==> src/rtl/counter_sequencer.sv <==
// Prescaled up-counter sequencer: one-shot or auto-reload, with pause, abort, busy and done pulse.
// Define COUNTER_SEQUENCER_PERIOD_CNT_EN to add the saturating period_cnt output.
module counter_sequencer #(
  parameter int WIDTH    = 4,
  parameter int PRESCALE = 1
) (
  input  logic             clk,
  input  logic             reset_n,
  input  logic             start,
  input  logic             pause,
  input  logic             abort,
  input  logic             mode_reload,
  input  logic [WIDTH-1:0] terminal,
  output logic [WIDTH-1:0] Q,
  output logic             busy,
  output logic             done,
`ifdef COUNTER_SEQUENCER_PERIOD_CNT_EN
  output logic [7:0]       period_cnt,
`endif
  output logic [1:0]       state
);
  // state | meaning
  // IDLE  | waiting for start; Q holds its last value
  // RUN   | counting on prescaled ticks
  // PAUSE | prescaler and Q frozen while pause is high
  // DONE  | one-shot finished; lasts one cycle, then IDLE
  typedef enum logic [1:0] {
    S_IDLE  = 2'd0,
    S_RUN   = 2'd1,
    S_PAUSE = 2'd2,
    S_DONE  = 2'd3
  } state_e;

  localparam int PW = (PRESCALE > 1) ? $clog2(PRESCALE) : 1;
  localparam logic [PW-1:0] PSC_LOAD = PW'(PRESCALE - 1);

  state_e           state_q, state_d;
  logic [WIDTH-1:0] q_q, q_d;
  logic [WIDTH-1:0] term_q, term_d;
  logic [PW-1:0]    psc_q, psc_d;
  logic             mode_q, mode_d;
  logic             done_q, done_d;
  logic             busy_q, busy_d;
  logic             accept, kill, active, tick, at_term;
`ifdef COUNTER_SEQUENCER_PERIOD_CNT_EN
  logic [7:0]       pcnt_q, pcnt_d;
`endif

  assign accept  = (state_q == S_IDLE) && start;
  assign kill    = (state_q != S_IDLE) && abort;
  // PAUSE with pause released behaves as RUN on that edge, so a pause costs exactly its length.
  assign active  = ((state_q == S_RUN) || (state_q == S_PAUSE)) && !abort && !pause;
  assign tick    = active && (psc_q == '0);
  assign at_term = (q_q == term_q);

  always_ff @(posedge clk or negedge reset_n) begin
    if (!reset_n) begin
      state_q <= S_IDLE;
      q_q     <= '0;
      term_q  <= '0;
      psc_q   <= '0;
      mode_q  <= 1'b0;
      done_q  <= 1'b0;
      busy_q  <= 1'b0;
`ifdef COUNTER_SEQUENCER_PERIOD_CNT_EN
      pcnt_q  <= '0;
`endif
    end else begin
      state_q <= state_d;
      q_q     <= q_d;
      term_q  <= term_d;
      psc_q   <= psc_d;
      mode_q  <= mode_d;
      done_q  <= done_d;
      busy_q  <= busy_d;
`ifdef COUNTER_SEQUENCER_PERIOD_CNT_EN
      pcnt_q  <= pcnt_d;
`endif
    end
  end

  always_comb begin
    state_d = state_q;
    case (state_q)
      S_IDLE: if (start) state_d = S_RUN;
      S_RUN, S_PAUSE: begin
        if (abort)                           state_d = S_IDLE;
        else if (pause)                      state_d = S_PAUSE;
        else if (tick && at_term && !mode_q) state_d = S_DONE;
        else                                 state_d = S_RUN;
      end
      S_DONE:  state_d = S_IDLE;
      default: state_d = S_IDLE;
    endcase
  end

  always_comb begin
    q_d    = q_q;
    term_d = term_q;
    psc_d  = psc_q;
    mode_d = mode_q;
    done_d = 1'b0;
    if (accept) begin
      term_d = terminal;
      mode_d = mode_reload;
      q_d    = '0;
      psc_d  = PSC_LOAD;
    end else if (kill) begin
      q_d    = '0;
      psc_d  = '0;
    end else if (active) begin
      psc_d = tick ? PSC_LOAD : (psc_q - PW'(1));
      if (tick) begin
        if (at_term) begin
          done_d = 1'b1;
          if (mode_q) q_d = '0;
        end else begin
          q_d = q_q + WIDTH'(1);
        end
      end
    end
    busy_d = (state_d == S_RUN) || (state_d == S_PAUSE);
  end

`ifdef COUNTER_SEQUENCER_PERIOD_CNT_EN
  always_comb begin
    pcnt_d = pcnt_q;
    if (accept || kill)                 pcnt_d = '0;
    else if (done_d && pcnt_q != 8'hFF) pcnt_d = pcnt_q + 8'd1;
  end

  assign period_cnt = pcnt_q;
`endif

  assign Q     = q_q;
  assign busy  = busy_q;
  assign done  = done_q;
  assign state = state_q;

endmodule

==> config.mk <==
export PLATFORM = sky130hd
export DESIGN_NAME = counter_sequencer
export DESIGN_NICKNAME = d
export VERILOG_FILES = /design/src/rtl/counter_sequencer.sv
export SDC_FILE = /design/constraint.sdc
export NUM_CORES = 1
export LEC_CHECK = 0
export CAP_MARGIN = 10
export CORE_MARGIN = 8
export CORE_UTILIZATION = 35
export CTS_CLUSTER_SIZE = 8
export DETAILED_ROUTE_END_ITERATION = 7
export DONT_BUFFER_PORTS = 1
export PLACE_DENSITY = 0.47
export SLEW_MARGIN = 20
export SYNTH_ARGS = -nofsm -noshare
export SYNTH_HDL_FRONTEND = slang
export SYNTH_SLANG_ARGS = --single-unit
==> constraint.sdc <==
create_clock -name clk -period 1.9 [get_ports clk]
set_clock_uncertainty 0.1 [all_clocks]
set_input_delay 0.19 -clock clk [delete_from_list [all_inputs] [get_ports clk]]
set_output_delay 0.19 -clock clk [all_outputs]
set_load 0.005 [all_outputs]
After elaboration in Yosys (flattened, before gate mapping). Cells that the tools add are included.

Bits in registers: 14. Input bits: 10. Output and inout port bits: 8. Word-level logic and storage cells: 55.

Add/subtract/negate cells: 2. Equal/unequal tests: 7. Mux-type cells: 20. Bitwise logic cells: 1. Reductions and logical operators: 18.

Operators by type and width (number): $mux 4 (6); $mux 1 (9); $mux 2 (4); $logic_and 1x1->1 (7); $eq 2x2->1 const B (3); $pmux 2 s3 (1); $reduce_bool 3->1 (2); $add 4x1->4 const B (1); $eq 2x1->1 const B (2); $eq 4x4->1 (1); $ne 4x4->1 const B (1); $logic_not 1->1 (3); $reduce_and 3->1 (1); $logic_not 2->1 (1); $logic_or 1x1->1 (2); $reduce_bool 2->1 (1); $reduce_or 2->1 (1); $not 1->1 (1); $sub 1x1->1 const B (1).

Depth between registers and ports, before layout. Gate-level depths: netlist (run 1).

Word-level depth: 13. Mapped depth: 6. Depth with buffers taken out: 6.

Worst setup path before layout (run 1). OpenSTA, ideal clock, no wires.

Path kind: register -> register. Start point: reg state_q[1] (netlist: state[1]). End point: reg q_q[3] (netlist: Q[3]). Library setup time: 84 ps. Arrival time: 1815 ps. Data required time: 1716 ps. Path slack: -99 ps. Stages on the path, launching flop included: 7. Path buffers: 0. Period minus slack after synthesis: 1999 ps. Cell sequence: dfrtp_1 inv_1 ha_1 or4b_4 or3_1 a21o_1 a31oi_1.

Longest elaborated chain between the ends: 7. Elaborated cells between the ends (all ways): 16. Those cells by class: eq/ne: 3; mux: 2; reduce/logical: 11.

Ends and longest elaborated chain: from (decl) (RTL line 37) `state_e state_q, state_d;`; from (signal assigned) (RTL line 69) `state_q <= state_d;`; $eq 2x1->1 / $eq 2x2->1 (equally long branches) (RTL line 52) `assign active = ((state_q == S_RUN) || (state_q == S_PAUSE)) && !abort && !pause;`; $logic_or 1x1->1 (RTL line 52); $logic_and 1x1->1 (2 in series) (RTL line 52); $logic_and 1x1->1 (RTL line 53) `assign tick = active && (psc_q == '0);`; $reduce_bool 3->1 (no line); $reduce_and 3->1 (no line); to (signal assigned) (RTL line 70) `q_q <= q_d;`; to (decl) (RTL line 38) `logic [WIDTH-1:0] q_q, q_d;`.

Parallel ways exist; a longest one is shown, timed or not. A chain may end at the register's enable or synchronous reset.

Final worst setup path (run 1). Ends and elaborated chain as after synthesis.

==> out/results.tsv, run 1 <==
metric	value	unit
status	finished with violations	
violations	negative setup slack	
pre_cts_ws	-0.0640	ns
finalNonFillerCells	122	
timing.final.crit_share	1.02	
fillers	181	
fin_util	0.502	
synth_warnings	0	
path_max_fanout	4	
p_per_area	1420	nW/um2
die_area	3860	um2
critPathArrivalTime	2.05	ns
final_antenna_net_count	0	
hp-start	pause	
r2r_slack	-0.04	ns
synth_area_per_cell	10.4	um2
synthCells	72	
n_antenna_cell	0	
initial_core_util	0.376	
port_buffers	0	
core	1980	um2
max-vdd-ir-drop	0.691	mV
hold_end	state[0]	
cts_tree	done	
cts.clk_slew.worst_paths	0.10	ns
hold_viol	0	
worst_pin_slew	0.770	ns
finalWirelength	1740	um
grt_pass1_wl	3130	um
holdPathStages	2	
clock-root-buffer	clkbuf_4	
grt_pass1_vias	634	
die_w	62.2	um
rows	16	
setup_slack	-0.0378	ns
syn_to_final_growth	33.4	%
slew_headroom	0.482	
layout-drive-gt1-share	0.274	
max_freq	516	MHz
antenna_found_initial	0	
vias	619	
drtIter0Drc	20	
rsz0062_at_grt	true	
worst_setup_path_end_kind	flip-flop	
drc	0	
netlist_area	746	um2
drv_slew	0	
pin_count	18	
min_period	1.94	ns
rr_worst_depth	6	
cts_buffers	3	
grt.overflow.total	0	
min_path_type	input port to flip-flop	
required	2.01	ns
ys_seq_area_frac	0.470	
dr.pass1.iters	4	
cts_buffer_depth	2	
via_per_inst	5.07	
start_kind	flip-flop	
grt_start_max_net_pins	15	
setup_viol	1	
setup_tns	-0.0378	ns
regToRegStartpoint	state[1]	
synthesis.nets	84	
r2r-end	Q[3]	
cap_violations	0	
clock-sinks	14	
htree_levels	1	
die_h	62.2	um
clk_latency	0.29	ns
power_leakage	0.000432	uW
dpl.hpwl	1270	um
wire_per_inst	14.2	um
finalNetCount	108	
ys_ff_latch	14	
grt_usage	0.0992	
synth_cell_types	22	
gp_congestion	0.798	
path_class	flip-flop to flip-flop	
dp_cells	107	
crit_path_start	state[1]	
stage by stage:
| step | total power, uW | cell area, um2 | hold WS [ns] |
|---|---|---|---|
| after global placement | 1110 | 843 | -0.205 |
| after detailed placement | 1120 | 843 | -0.205 |
| after CTS | 1430 | 987 | 0.00307 |
| after global routing | 1530 | 995 | 0.0220 |
| after floorplan | 907 | 746 | -0.206 |
| final | 1410 | 995 | 0.0142 |
what timing repair did:
action	CTS	global route
gates resized for setup	3	0
setup buffers	2	1
setup endpoints to repair	1	4
hold endpoints to repair	21	0
hold buffers	8	0
pin swaps	0	1
sequential cells by signal (all words and copies together), names as in the netlist:
register and flops:
state 2, busy 1, term_q 4, psc_q 1
mode_q 1, Q 4, done 1
placed cells by master (no fill, tap or decap):
master          n
a21o_1          2
a31oi_1         4
buf_4          12
clkbuf_4        3
clkbuf_8        1
dfrtp_1        14
dlygate4sd3_1   8
ha_1            1
ha_4            1
inv_1           2
inv_2           2
mux2_2          5
nand2_1        10
nand2b_1        2
nand3_1         2
nand3b_1        6
nor2_1          3
nor2b_1         1
nor3b_1         1
nor4_2          1
nor4b_1         1
o211a_1         1
o21ai_0         3
o221ai_1        1
or3_1           2
or4b_4          1
xor2_1          5
area by class of cell:
cell class	instances	area, um2	share of cell area
Clock buffer	4	36.3	0.0365
Inverter	4	15.0	0.0151
Multi-Input combinational cell	53	389	0.391
Sequential cell	14	350	0.352
Tap cell	27	33.8	0.0340
Timing Repair Buffer	20	170	0.171
critical path, cell delays in order, from the launching register on:
cell	delay (ns)
dfrtp_1	0.37
inv_2	0.05
ha_4	0.26
or4b_4	0.47
or3_1	0.32
a21o_1	0.18
a31oi_1	0.11
synth_stat cells, drive strengths merged:
cell	count	area (um2)
o21ai	3	15.0
o211a	1	10.0
a31oi	4	25.0
nand2	10	37.5
inv	4	15.0
o221ai	1	8.76
mux2	5	56.3
or3	2	12.5
ha	2	25.0
nor4b	1	8.76
nor4	1	12.5
clkbuf	1	3.75
nand3	2	10.0
nand3b	6	45.0
nor3b	1	7.51
or4b	1	13.8
nor2b	1	6.26
xor2	5	43.8
nand2b	2	12.5
dfrtp	14	350
a21o	2	15.0
nor2	3	11.3
power by group:
| part | total (uW) | switching (uW) | internal, uW |
|---|---|---|---|
| Sequential | 515 | 102 | 412 |
| Combinational | 671 | 303 | 368 |
| Clock | 225 | 108 | 117 |
cell families after synthesis:
group           synth area share
fa+ha+maj                 0.0336
flops                      0.470
simple gates               0.238
compound gates            0.0990
xor+xnor                  0.0587
mux                       0.0755
buf+inv                   0.0252
per-layer routing:
metal	GRT usage	part of all wire
met5	0	0
met2	0.147	0.46
met4	0.0175	0.0081
met1	0.127	0.47
met3	0.0484	0.067
worst max-delay path by stage:
stage,endpoint
2_1_floorplan,Q[3]
3_3_place_gp,Q[3]
3_5_place_dp,Q[3]
4_1_cts,Q[3]
5_1_grt,Q[3]
6_report,Q[3]
Power figures use the tool's default switching activity.
==> run 2: changes to the inputs <==
--- a/config.mk
+++ b/config.mk
@@ -6,12 +6,13 @@
 export NUM_CORES = 1
 export LEC_CHECK = 0
 export CAP_MARGIN = 10
-export CORE_MARGIN = 8
-export CORE_UTILIZATION = 35
+export CORE_MARGIN = 4
+export CORE_UTILIZATION = 53
 export CTS_CLUSTER_SIZE = 8
 export DETAILED_ROUTE_END_ITERATION = 7
 export DONT_BUFFER_PORTS = 1
-export PLACE_DENSITY = 0.47
+export GPL_ROUTABILITY_DRIVEN = 0
+export PLACE_DENSITY = 0.67
 export SLEW_MARGIN = 20
 export SYNTH_ARGS = -nofsm -noshare
 export SYNTH_HDL_FRONTEND = slang
==> out/results.tsv, run 2 (same netlist as run 1, synthesis figures left out) <==
metric	value	unit	change
cts.clk_slew.worst_paths	0.09	ns	about the same
pre_cts_ws	-0.0579	ns	+0.00612 ns
worst_setup_path_end_kind	flip-flop		
max-vdd-ir-drop	0.762	mV	+10%
grt_start_max_net_pins	15		unchanged
rows	13		-3
grt_busiest_layer	met2		
path_class	flip-flop to flip-flop		
cap_violations	0		unchanged
hold_viol	0		unchanged
syn_to_final_growth	25.3	%	
vias	587		-5.2%
die_area	2070	um2	-46%
core	1320	um2	-34%
p_per_area	1430	nW/um2	+0.82%
cts_buffers	3		unchanged
grt_pass1_vias	557		-12%
n_antenna_cell	0		unchanged
met1_usage	0.216		+0.0897
initial_core_util	0.566		+0.190
clock-sinks	14		unchanged
mostFrequentLayoutCell	dfrtp_1		
drv_slew	0		unchanged
timing.final.crit_share	1.03		+0.0116
setup_slack	-0.0599	ns	-0.0221 ns
setup_viol	1		unchanged
die_w	45.5	um	-27%
clk_latency	0.28	ns	about the same
pin_count	18		unchanged
layout-drive-gt1-share	0.225		-0.0490
critPathArrivalTime	2.05	ns	about the same
slew_headroom	0.526		+0.0446
wire_per_inst	14.4	um	+1.4%
status	finished with violations		
path_max_fanout	4		unchanged
layout_common_cells	dfrtp_1, nand2_1, dlygate4sd3_1		
finalNetCount	102		-5.6%
worst_pin_slew	0.703	ns	-0.0662 ns
finalWirelength	1500	um	-14%
drtIter0Drc	15		-25%
cp_slowest_stage_delay	0.47	ns	about the same
grt_usage	0.166		+0.0672
use_met3	0.0277		-0.0207
max_freq	510	MHz	-1.1%
port_buffers	0		unchanged
htree_levels	1		unchanged
cts_tree	done		
fin_util	0.709		+0.208
dr.pass1.iters	4		unchanged
required	1.99	ns	-0.02 ns
grt_pass1_wl	2470	um	-21%
slowest_stage	or4b_4		
rsz0062_at_grt	true		
cts_buffer_depth	2		unchanged
clock-root-buffer	clkbuf_4		
die_h	45.5	um	-27%
worstPathCellList	inv_2 > ha_4 > or4b_4 > or3_1 > a21o_1 > a31oi_1		
dpl.hpwl	1030	um	-19%
fillers	91		-50%
min_path_type	input port to flip-flop		
power_leakage	0.000402	uW	-7.0%
violations	negative setup slack		
via_per_inst	5.64		+11%
use_met2	0.267		+0.120
min_period	1.96	ns	+0.0221 ns
antenna_found_initial	0		unchanged
final_antenna_net_count	0		unchanged
drc	0		unchanged
start_kind	flip-flop		
grt.overflow.total	0		unchanged
==> run 2: cell types whose count changed in the layout (fill, tap and decap cells not counted), sizes merged <==
| cell | delta |
|---|---|
| buf | -6 |
==> run 2: final cells by class <==
class | instances | area [um2] | share of cell area
inverters | 4 | 15.0 | 0.0161
clock buffers | 4 | 36.3 | 0.0388
well taps | 15 | 18.8 | 0.0201
repair buffers | 14 | 125 | 0.134
multi-input cells | 53 | 389 | 0.416
flip-flops and latches | 14 | 350 | 0.375
==> run 2: through the flow <==
step	instance area (um2)	hold WS, ns	power [uW]	TNS (ns)	instances
after floorplan	746	-0.206	907	-0.0601	72
after global placement	806	-0.205	1060	-0.00744	92
after detailed placement	806	-0.205	1070	-0.0579	92
after CTS	922	0.0306	1300	-0.0837	104
after global routing	935	0.0228	1440	-0.130	104
final	935	0.0243	1340	-0.0599	104
==> run 2: metal layers <==
metal | vias to the layer above | routed length [um]
li1 | 291 | -
met4 | 0 | 13
met2 | 11 | 741
met1 | 283 | 694
met5 | - | 0
met3 | 2 | 51
==> run 2: final timing paths <==
kind | start | endpoint | slack, ns | cells past startpoint
max in group asynchronous | reset_n | term_q[2] | 1.05 | 1
hold reg to reg | term_q[2] | term_q[2] | 0.43 | 1
setup / recovery | state[1] | Q[3] | -0.06 | 6
setup reg to reg | state[1] | Q[3] | -0.06 | 6
min in group asynchronous | reset_n | done | 0.25 | 1
hold / removal | pause | state[0] | 0.02 | 2
==> run 2: worst max-delay path: cells and delay by family, from the launching register on <==
family / cells / cell delay [ns]
fa+ha+maj: 1 / 0.26
buf+inv: 1 / 0.05
flops: 1 / 0.38
simple gates: 2 / 0.79
compound gates: 2 / 0.31
==> run 2: where the power goes <==
part | switching [uW] | internal, uW
clock | 99.6 | 116
sequential | 128 | 412
combinational | 263 | 317
total | 490 | 846
==> run 2: what timing repair did <==
item / 4_1_cts / 5_1_grt
pin swaps: 0 / 2
cloned: 0 / 0
setup endpoints to repair: 1 / 2
setup buffers: 0 / 0
hold endpoints to repair: 21 / 0
hold buffers: 8 / 0
resized for setup: 0 / 3
